`config.mk`:
```
export PLATFORM = sky130hd
export DESIGN_NAME = tl45_fetch
export DESIGN_NICKNAME = d
export VERILOG_FILES = /design/src/rtl/tl45_types.sv /design/src/rtl/tl45_fetch.sv
export SDC_FILE = /design/constraint.sdc
export NUM_CORES = 1
export LEC_CHECK = 0
export BUFFER_PORTS_ARGS = -buffer_cell sky130_fd_sc_hd__buf_4
export CORE_UTILIZATION = 30
export DETAILED_ROUTE_END_ITERATION = 12
export PLACE_DENSITY = 0.48
export SKIP_CTS_REPAIR_TIMING = 1
export SLEW_MARGIN = 20
export SYNTH_ARGS = -nofsm -noshare
export SYNTH_HDL_FRONTEND = slang
export SYNTH_SLANG_ARGS = --single-unit
```
`constraint.sdc`:
```
create_clock -name i_clk -period 5.3 [get_ports i_clk]
set_clock_uncertainty 0.1 [all_clocks]
set_input_delay 0.53 -clock i_clk [delete_from_list [all_inputs] [get_ports i_clk]]
set_output_delay 0.53 -clock i_clk [all_outputs]
set_load 0.02 [all_outputs]
```
`src/rtl/tl45_types.sv`:
```
// rtl/tl45_types.sv - shared types and constants for the TL45 pipeline
package tl45_types;

    typedef enum logic [1:0] {
        S_REQ  = 2'd0,
        S_ACK  = 2'd1,
        S_HOLD = 2'd2,
        S_ERR  = 2'd3
    } fetch_state_t;

    localparam logic [31:0] TL45_NOP        = 32'h0000_0000;
    localparam logic [3:0]  TL45_WB_SEL_ALL = 4'hF;

endpackage

```
`src/rtl/tl45_fetch.sv`:
```
// rtl/tl45_fetch.sv - TL45 instruction fetch stage with pipelined Wishbone master
module tl45_fetch
    import tl45_types::*;
#(
    parameter logic [31:0] RESET_PC = 32'h0000_0000,
    parameter logic [31:0] NOP_INST = TL45_NOP
) (
    input  logic        i_clk,
    input  logic        i_reset,
    input  logic        i_pipe_stall,
    input  logic        i_pipe_flush,
    input  logic        i_new_pc,
    input  logic [31:0] i_pc,
    output logic [31:0] o_buf_pc,
    output logic [31:0] o_buf_inst,
    output logic        o_wb_cyc,
    output logic        o_wb_stb,
    output logic        o_wb_we,
    output logic [29:0] o_wb_addr,
    output logic [31:0] o_wb_data,
    output logic [3:0]  o_wb_sel,
    input  logic        i_wb_ack,
    input  logic        i_wb_stall,
    input  logic        i_wb_err,
    input  logic [31:0] i_wb_data,
    output logic        o_fetch_err
);

    fetch_state_t state_q, state_d;
    logic [31:0]  pc_q, pc_d;
    logic         discard_q, discard_d;
    logic         cyc_q, cyc_d;
    logic         stb_q, stb_d;
    logic [29:0]  addr_q, addr_d;
    logic [31:0]  hold_q, hold_d;
    logic         err_q, err_d;
    logic [31:0]  buf_pc_q, buf_pc_d;
    logic [31:0]  buf_inst_q, buf_inst_d;

    logic [31:0]  redirect_pc;
    logic [31:0]  pc_next;
    logic         load;
    logic [31:0]  load_inst;

    assign redirect_pc = {i_pc[31:2], 2'b00};
    assign pc_next     = pc_q + 32'd4;

    // Fetch sequencing: request issue, response handling, hold and error recovery.
    always_comb begin
        state_d   = state_q;
        pc_d      = pc_q;
        discard_d = discard_q;
        cyc_d     = cyc_q;
        stb_d     = stb_q;
        addr_d    = addr_q;
        hold_d    = hold_q;
        err_d     = err_q;
        load      = 1'b0;
        load_inst = hold_q;

        case (state_q)
            S_REQ: begin
                if (!cyc_q) begin
                    // Idle cycle between requests: raise the strobe at the (possibly redirected) pc.
                    cyc_d  = 1'b1;
                    stb_d  = 1'b1;
                    addr_d = pc_q[31:2];
                    if (i_new_pc) begin
                        pc_d   = redirect_pc;
                        addr_d = redirect_pc[31:2];
                    end
                end else if (!i_wb_stall) begin
                    stb_d   = 1'b0;
                    state_d = S_ACK;
                    if (i_new_pc) begin
                        // Old address already went out; its response must be thrown away.
                        pc_d      = redirect_pc;
                        discard_d = 1'b1;
                    end
                end else if (i_new_pc) begin
                    pc_d   = redirect_pc;
                    addr_d = redirect_pc[31:2];
                end
            end
            S_ACK: begin
                if (i_wb_ack || i_wb_err) begin
                    cyc_d   = 1'b0;
                    state_d = S_REQ;
                    if (discard_q || i_new_pc) begin
                        discard_d = 1'b0;
                        if (i_new_pc) begin
                            pc_d = redirect_pc;
                        end
                    end else if (i_wb_err) begin
                        err_d   = 1'b1;
                        state_d = S_ERR;
                    end else if (!i_pipe_stall) begin
                        load      = 1'b1;
                        load_inst = i_wb_data;
                        pc_d      = pc_next;
                    end else begin
                        hold_d  = i_wb_data;
                        state_d = S_HOLD;
                    end
                end else if (i_new_pc) begin
                    pc_d      = redirect_pc;
                    discard_d = 1'b1;
                end
            end
            S_HOLD: begin
                if (i_new_pc) begin
                    pc_d    = redirect_pc;
                    state_d = S_REQ;
                end else if (!i_pipe_stall) begin
                    load    = 1'b1;
                    pc_d    = pc_next;
                    state_d = S_REQ;
                end
            end
            S_ERR: begin
                if (i_new_pc) begin
                    pc_d    = redirect_pc;
                    err_d   = 1'b0;
                    state_d = S_REQ;
                end
            end
            default: state_d = S_REQ;
        endcase
    end

    // Output buffer: flush/redirect bubble beats a load, a load beats the idle bubble, stall holds.
    always_comb begin
        buf_pc_d   = buf_pc_q;
        buf_inst_d = buf_inst_q;
        if (i_pipe_flush || i_new_pc) begin
            buf_inst_d = NOP_INST;
        end else if (load) begin
            buf_inst_d = load_inst;
            buf_pc_d   = pc_q;
        end else if (!i_pipe_stall) begin
            buf_inst_d = NOP_INST;
        end
    end

    // State and output registers with synchronous reset that overrides any bus activity.
    always_ff @(posedge i_clk) begin
        if (i_reset) begin
            state_q    <= S_REQ;
            pc_q       <= RESET_PC;
            discard_q  <= 1'b0;
            cyc_q      <= 1'b0;
            stb_q      <= 1'b0;
            addr_q     <= 30'd0;
            hold_q     <= NOP_INST;
            err_q      <= 1'b0;
            buf_pc_q   <= 32'd0;
            buf_inst_q <= NOP_INST;
        end else begin
            state_q    <= state_d;
            pc_q       <= pc_d;
            discard_q  <= discard_d;
            cyc_q      <= cyc_d;
            stb_q      <= stb_d;
            addr_q     <= addr_d;
            hold_q     <= hold_d;
            err_q      <= err_d;
            buf_pc_q   <= buf_pc_d;
            buf_inst_q <= buf_inst_d;
        end
    end

    assign o_buf_pc    = buf_pc_q;
    assign o_buf_inst  = buf_inst_q;
    assign o_wb_cyc    = cyc_q;
    assign o_wb_stb    = stb_q;
    assign o_wb_we     = 1'b0;
    assign o_wb_addr   = addr_q;
    assign o_wb_data   = 32'd0;
    assign o_wb_sel    = TL45_WB_SEL_ALL;
    assign o_fetch_err = err_q;

endmodule

```
After elaboration in Yosys (flattened, before gate mapping)
Index checks and enable logic that the tools add are counted.

word-level totals
  flip-flop bits (word level) = 164
  bits in latches = 0
  RAM bits = 0
  ROM bits = 0
  bits of input ports = 72
  output and inout bits = 134
  word-level logic and storage cells = 95
  memories kept = 0

cells by class
  $add $sub $neg = 1
  $mul = 0
  divide/modulo/power cells = 0
  magnitude comparators = 0
  eq/ne operators = 16
  shift-type cells = 0
  mux-type cells = 49
  bitwise operators = 3
  reductions and logical operators = 16

operator list
  kind                   number
  $mux 32                13
  $mux 30                4
  $pmux 32 s3            1
  $add 32x3->32 const B  1
  $mux 2                 9
  $ne 2x2->1 const B     9
  $mux 1                 17
  $reduce_and 5->1       3
  $pmux 1 s2             4
  $pmux 2 s4             1
  $ne 3x3->1 const B     2
  $reduce_and 2->1       3
  $eq 2x2->1 const B     2
  $ne 4x4->1 const B     1
  $reduce_and 4->1       1
  $reduce_bool 2->1      2
  $reduce_or 2->1        2
  $logic_or 1x1->1       3
  $not 1->1              3
  $reduce_and 3->1       1
  $eq 2x1->1 const B     1
  $logic_not 2->1        1
  $ne 2x1->1 const B     1

Logic depth before layout (Yosys ltp)
Gate-level depths: netlist (run 1).

  word-level depth = 6
  gate-level depth with buffers = 10
  depth with buffers taken out = 7

Worst setup path before layout (run 1)
OpenSTA, ideal clock, no wires.

  kind = input-to-reg
  start point = input i_new_pc
  end point = register buf_inst_q[10] (netlist: o_buf_inst[10])
  library setup time = 0.116 ns
  data arrival time = 2.074 ns
  required time = 5.084 ns
  setup slack = 3.010 ns
  stages = 8
  path buffers = 3
  cells stage by stage = buf_6 or3b_1 buf_6 nor3_4 buf_8 mux2i_1 o21ai_1 and3_1

on the way
  longest elaborated chain between the ends = 5
  elaborated cells on any way between the ends = 12
  classes of those cells = 1 x eq/ne; 8 x mux; 3 x reduce/logical

ends and longest elaborated chain
  what                                                    line               source
  start, declared                                         tl45_fetch.sv:12   input logic i_new_pc,
  $logic_or 1x1->1                                        tl45_fetch.sv:89   if (discard_q || i_new_pc) begin
  $mux 1 / $mux 32 (equally long branches)                tl45_fetch.sv:89
  $mux 1 / $mux 32 (equally long branches)                tl45_fetch.sv:86   if (i_wb_ack || i_wb_err) begin
  $pmux 1 s2 / $mux 32 (equally long branches)            tl45_fetch.sv:61   case (state_q)
  $ne 2x1->1 (no line) / $mux 32 (equally long branches)  --
  end signal, assigned                                    tl45_fetch.sv:168  buf_inst_q <= buf_inst_d;
  end, declared                                           tl45_fetch.sv:38   logic [31:0] buf_inst_q, buf_inst_d;

Parallel ways exist; a longest one is shown, timed or not.
A chain may end at the register's enable or synchronous reset.

Worst setup path after layout (run 1)
  start point = register state_q[1]
  end point = register pc_q[29]

on the way
  longest elaborated chain between the ends = 3
  elaborated cells on any way between the ends = 7
  classes of those cells = 4 x eq/ne; 1 x mux; 2 x reduce/logical

ends and longest elaborated chain
  what                                                  line               source
  start, declared                                       tl45_fetch.sv:29   fetch_state_t state_q, state_d;
  start signal, assigned                                tl45_fetch.sv:159  state_q <= state_d;
  $eq 2x2->1 / $logic_not 2->1 (equally long branches)  tl45_fetch.sv:61
  $reduce_or 2->1 (no line)                             --
  $pmux 32 s3                                           tl45_fetch.sv:61
  end signal, assigned                                  tl45_fetch.sv:160  pc_q <= pc_d;
  end, declared                                         tl45_fetch.sv:30   logic [31:0] pc_q, pc_d;

Parallel ways exist; a longest one is shown, timed or not.

==> reports/qor.yml, run 1 <==
vias: 7643
nFillCells: 2865
die_height_um: 169
synth-warning-count: 0
min_period_ps: 3300
grt_usage_pct: 18.9
synth_edf_count: 0
synth_top_area_share_pct: 39.1
rr_worst_depth: 7
final_area_um2: 10300
fmax_mhz: 303
routed_via_density: 4.98
gr-total-overflow: 0
crit_path_end: "pc_q[29]$_SDFFE_PP0P_"
maxSlewViolCount: 0
start_util_pct: 30.9
port_buffers: 166
tns_ps: 0
yosys-top-cells-area: "dfxtp_1 39%, mux2i_1 8.1%, nand2_1 5.7%, a21oi_1 4.5%, nor2_1 4.3%"
grt_pass1_vias: 7033
syn-mean-instance-area_um2: 8.03
r2r-start: "state_q[1]$_SDFFE_PP0P_"
synth_cell_types: 78
core_area_um2: 27200
clock_path_buffers: 2
grt_pass1_wl_mm: 42.1
cts-root-buf: "clkbuf_16"
hp-class: "input port to flop"
yosys-top-cells-count: "164 x dfxtp_1, 127 x nand2_1, 97 x nor2_1"
worstMarginPinSlew_ps: 1060
numCtsBuffers: 17
setup_violations: 0
ys_ff_latch: 164
totalWireLength_mm: 27.1
cap_viol_max_count: 0
place.detailed.hpwl_mm: 17.9
timing.hold.ws_ps: 255
design.die.area_um2: 28600
clk_latency_ps: 430
p_leak_uw: 0.00422
yosys.area.top_type: "dfxtp_1"
grt_max_degree: 73
remaining_drc_errors: 0
rrSetupSlack_ps: 2000
period_share_pct: 62.3
dieWidth_um: 169
insertedDiodeCount: 0
io_pins: 206
ant_nets: 0
status: "finished clean"
synth_most_common_cell: "dfxtp_1"
ys.flop_type: "dfxtp_1"
slew_headroom_pct: 29.0
peakVddDrop_uv: 183
clock_sinks: 164
power_density_nw_per_um2: 353
gp_congestion: 0.795
cp_max_fo: 21
yosysSeqAreaShare_pct: 39.1
drt_iter0_markers: 612
drt_first_pass_iters: 6
antenna_found_initial: 0
endpoint_kind: "flop"
utilization_pct: 37.8
crit_start: "state_q[1]$_SDFFE_PP0P_"
num-nets-final: 1227
finalHoldViolCount: 0
syn2layout_area_growth_pct: 22.5
async_reset_ff_share_pct: 0
startpoint_type: "flop"
rsz0062_at_grt: "no"
required_ps: 5540
drive_gt1_share_pct: 19.9
place_area_um2: 9660
path_class: "flop to flop"
tritoncts: "yes"
synth_cells: 1044
cp_data_arrival_time_ps: 3540
r2r-end: "pc_q[29]$_SDFFE_PP0P_"
htreeDepth: 4
wire_per_inst_um: 17.7
synthesis.area_um2: 8390
std_cell_rows: 60
path_clk_slew_ps: 70
==> report_power, final <==
group / internal, uW / switching [uW]
registers: 1330 / 111
logic: 320 / 533
clock network: 758 / 574
==> worst max-delay path, stage by stage (launching register included) <==
cell and delay (ps):
dfxtp_1 390, inv_1 100, ha_1 440, nor2b_1 650
a21oi_2 250, nor2_1 690, o21ai_0 290, a211oi_1 290
==> placed cells by master (no fill, tap or decap), types with 5 or more instances in the layout <==
master,n
conb_1,37
xnor2_1,5
inv_1,29
dfxtp_1,164
a2bb2oi_1,6
nor2_1,96
o21ai_1,31
a21oi_1,74
nand2b_1,7
nor2b_1,6
a31oi_1,11
nor4b_1,5
a21o_1,5
ha_1,6
a221oi_1,7
nand4_1,14
a311oi_1,8
and2_1,5
clkbuf_16,17
o31a_1,6
o211ai_1,7
nor3_1,25
nand3_1,16
and3_1,40
mux2i_1,68
nor4_1,5
nand2_1,127
o21ai_0,36
buf_4,182
a22oi_1,9
o22ai_1,26
==> worst min-delay path by stage <==
stage | start | endpoint | depth (start not counted)
after floorplan | pc_q[0]$_SDFFE_PP0P_ | pc_q[0]$_SDFFE_PP0P_ | 2
after global placement | pc_q[0]$_SDFFE_PP0P_ | pc_q[0]$_SDFFE_PP0P_ | 2
after detailed placement | pc_q[0]$_SDFFE_PP0P_ | pc_q[0]$_SDFFE_PP0P_ | 2
after CTS | i_wb_data[16] | hold_q[16]$_SDFFE_PP0P_ | 3
after global routing | i_wb_data[20] | hold_q[20]$_SDFFE_PP0P_ | 3
final | i_wb_data[31] | hold_q[31]$_SDFFE_PP0P_ | 3
==> logic make-up (layout without fill, tap and decap cells) <==
logic type                 count (synthesis)  in the layout  synth area share (%)
buffers and inverters                    161            244                  9.83
adders and majority gates                  6              6                 0.895
DFF                                      164            164                  39.1
AOI/OAI and AO/OA                        261            261                  19.5
and+or+nand+nor                          372            372                  21.3
xor gates and xnor gates                   8              8                 0.835
muxes                                     70             70                  8.38
other                                      2             37                0.0895
==> sequential cells by signal (all words and copies together), names as in the netlist <==
signal and flops:
o_fetch_err 1, o_wb_cyc 1, hold_q 32, discard_q 1, o_buf_pc 32, o_buf_inst 32, pc_q 32, o_wb_stb 1
state_q 2, o_wb_addr 30
==> per-stage QoR <==
step	instances	total power [uW]	setup WS [ps]
after global routing	1534	3820	1730
after detailed placement	1502	2320	1880
final	1534	3630	2000
after CTS	1534	3660	2040
after floorplan	1079	2010	3010
after global placement	1502	2320	1900
==> layout make-up <==
class / instances / area (um^2) / share of cell area, %
Tap cell: 372 / 465 / 4.53
Inverter: 30 / 113 / 1.10
Sequential cell: 164 / 3280 / 32.0
Multi-Input combinational cell: 754 / 4430 / 43.1
Timing Repair Buffer: 182 / 1370 / 13.3
Clock buffer: 18 / 429 / 4.18
Clock inverter: 14 / 189 / 1.84
==> per-layer routing <==
layer  GRT usage [%]  up-vias  wire length (um)
li1                -     3811                 -
met1            27.5     3568             13500
met2            29.1      248             12100
met3            3.22       16              1310
met4            4.35        0               229
met5               0        -                 0
Power figures use the tool's default switching activity.
==> inputs of run 2 (changes only) <==
- ABC_AREA: not set -> 1
- PLACE_DENSITY: 0.48 -> 0.49
- clock period: 5.3 -> 2.67 ns (I/O delays scaled with it)
==> reports/qor.yml, run 2 <==
multi_input_area_um2: 4610
place.detailed.hpwl_mm: 21.7
hp-class: "input port to flop"
seqCellArea_um2: 3280
remaining_drc_errors: 0
period_share_pct: 88.3
synth_cells: 1353
yosys-top-cells-count: "232 x nand2_1, 209 x nor2_1, 164 x dfxtp_1"
startpoint_type: "flop"
port_buffers: 166
totalWireLength_mm: 31.0
p_leak_uw: 0.00499
peakVddDrop_uv: 450
die_height_um: 174
maxSlewViolCount: 0
instances_no_fill: 1928
cp_data_arrival_time_ps: 2580
path_cells: "inv_1 -> ha_1 -> inv_2 -> nor2_4 -> nand2_4 -> clkinv_2 -> nand2_2 -> nand2_2 -> nand4_4 -> buf_4 -> buf_4 -> a21oi_1"
drive_gt1_share_pct: 17.4
whs_path_depth: 3
grt_usage_pct: 20.0
crit_path_max_incr_delay_ps: 470
syn2layout_area_growth_pct: 27.9
tns_ps: 0
gp_congestion: 0.881
setup_violations: 0
nFillCells: 3224
path_clk_slew_ps: 80
violations: "negative hold slack"
numCtsBuffers: 17
yosysSeqAreaShare_pct: 36.8
ant_nets: 0
cp_max_fo: 58
async_reset_ff_share_pct: 0
drt_first_pass_iters: 5
utilization_pct: 39.3
synth_top_area_share_pct: 36.8
std_cell_rows: 62
clock_sinks: 164
layout_common_cells: "232 x nand2_1, 209 x nor2_1, 202 x buf_4"
synth-warning-count: 0
grt_pass1_wl_mm: 47.7
synth_cell_types: 47
cts-root-buf: "clkbuf_16"
rsz0062_at_grt: "no"
path_class: "flop to flop"
endpoint_kind: "flop"
layout_setup_ws_ps: 312
ys.flop_type: "dfxtp_1"
clock_path_buffers: 2
worstMarginPinSlew_ps: 599
core_area_um2: 29000
rr_worst_depth: 12
fmax_mhz: 424
grt_max_degree: 60
finalHoldViolCount: 1
synth_edf_count: 0
dpl.cell_count: 1865
gr-total-overflow: 0
htreeDepth: 4
num-nets-final: 1608
status: "finished, violations left"
required_ps: 2890
synth_most_common_cell: "nand2_1"
slew_headroom_pct: 60.0
timing.hold.ws_ps: -24.2
wire_per_inst_um: 16.1
tritoncts: "yes"
cpMaxStageDelayCell: "buf_4"
design.die.area_um2: 30400
start_util_pct: 30.8
min_period_ps: 2360
routed_via_density: 4.83
ys_ff_latch: 164
clk_latency_ps: 450
drt_iter0_markers: 569
dieWidth_um: 174
place_area_um2: 10500
cap_viol_max_count: 0
antenna_found_initial: 1
synthesis.area_um2: 8920
grt_pass1_vias: 8503
final_area_um2: 11400
power_density_nw_per_um2: 852
vias: 9316
dp_slack_ps: 298
syn-mean-instance-area_um2: 6.59
yosys-top-cells-area: "dfxtp_1 37%, nand2_1 9.8%, nor2_1 8.8%, a21oi_1 8.8%, o21ai_0 8.0%"
final_common_cell: "nand2_1"
io_pins: 206
yosys.area.top_type: "dfxtp_1"
==> run 2: final timing paths <==
check / start / endpoint / slack (ps)
max: state_q[1]$_SDFFE_PP0P_ / o_buf_pc[15]$_SDFFE_PP0P_ / 310
min: i_wb_data[22] / hold_q[22]$_SDFFE_PP0P_ / -20
max reg2reg: state_q[1]$_SDFFE_PP0P_ / o_buf_pc[15]$_SDFFE_PP0P_ / 310
min reg2reg: o_buf_pc[16]$_SDFFE_PP0P_ / o_buf_pc[16]$_SDFFE_PP0P_ / 340
==> run 2: logic make-up after synthesis <==
group	synth area share [%]
AO/OA/AOI/OAI	23.6
XOR/XNOR	1.18
adder cells (fa/ha/maj)	0.841
buffers and inverters	13.0
flip-flops	36.8
other	0.0842
AND/OR/NAND/NOR	24.5
==> run 2: worst max-delay path: cells and delay by family (launching register included) <==
family | cells | cell delay [ps]
adders and majority gates | 1 | 290
and+or+nand+nor | 5 | 390
AOI/OAI and AO/OA | 1 | 70
DFF | 1 | 360
buffers and inverters | 5 | 1010
==> run 2: cell type report <==
| cell class | instances | area share, % |
|---|---|---|
| Tap cell | 384 | 4.21 |
| Timing Repair Buffer | 235 | 16.4 |
| Multi-Input combinational cell | 972 | 40.4 |
| Sequential cell | 164 | 28.8 |
| Clock buffer | 17 | 3.73 |
| Antenna cell | 1 | 0.0219 |
| Clock inverter | 15 | 1.83 |
| Inverter | 140 | 4.66 |
==> run 2: report_power, final <==
part	leakage, uW	internal [uW]	switching, uW
combinational	0.00335	1310	2520
sequential	0.00133	2840	451
clock	0.000304	1300	1310
total	0.00499	5450	4270
==> run 2: per-stage QoR <==
step	hold slack, ps	total power, uW
after floorplan	302	5640
after global placement	333	7090
after detailed placement	334	7120
after CTS	-67.7	9760
after global routing	4.53	10300
final	-24.2	9730
==> run 2: per-layer routing <==
metal  vias up  GRT usage (%)  part of all wire, %
li1       4718              -                    -
met1      4295           27.0                   46
met2       273           31.9                   46
met3        30           4.33                  6.0
met4         0           5.67                  1.7
met5         -              0                    0
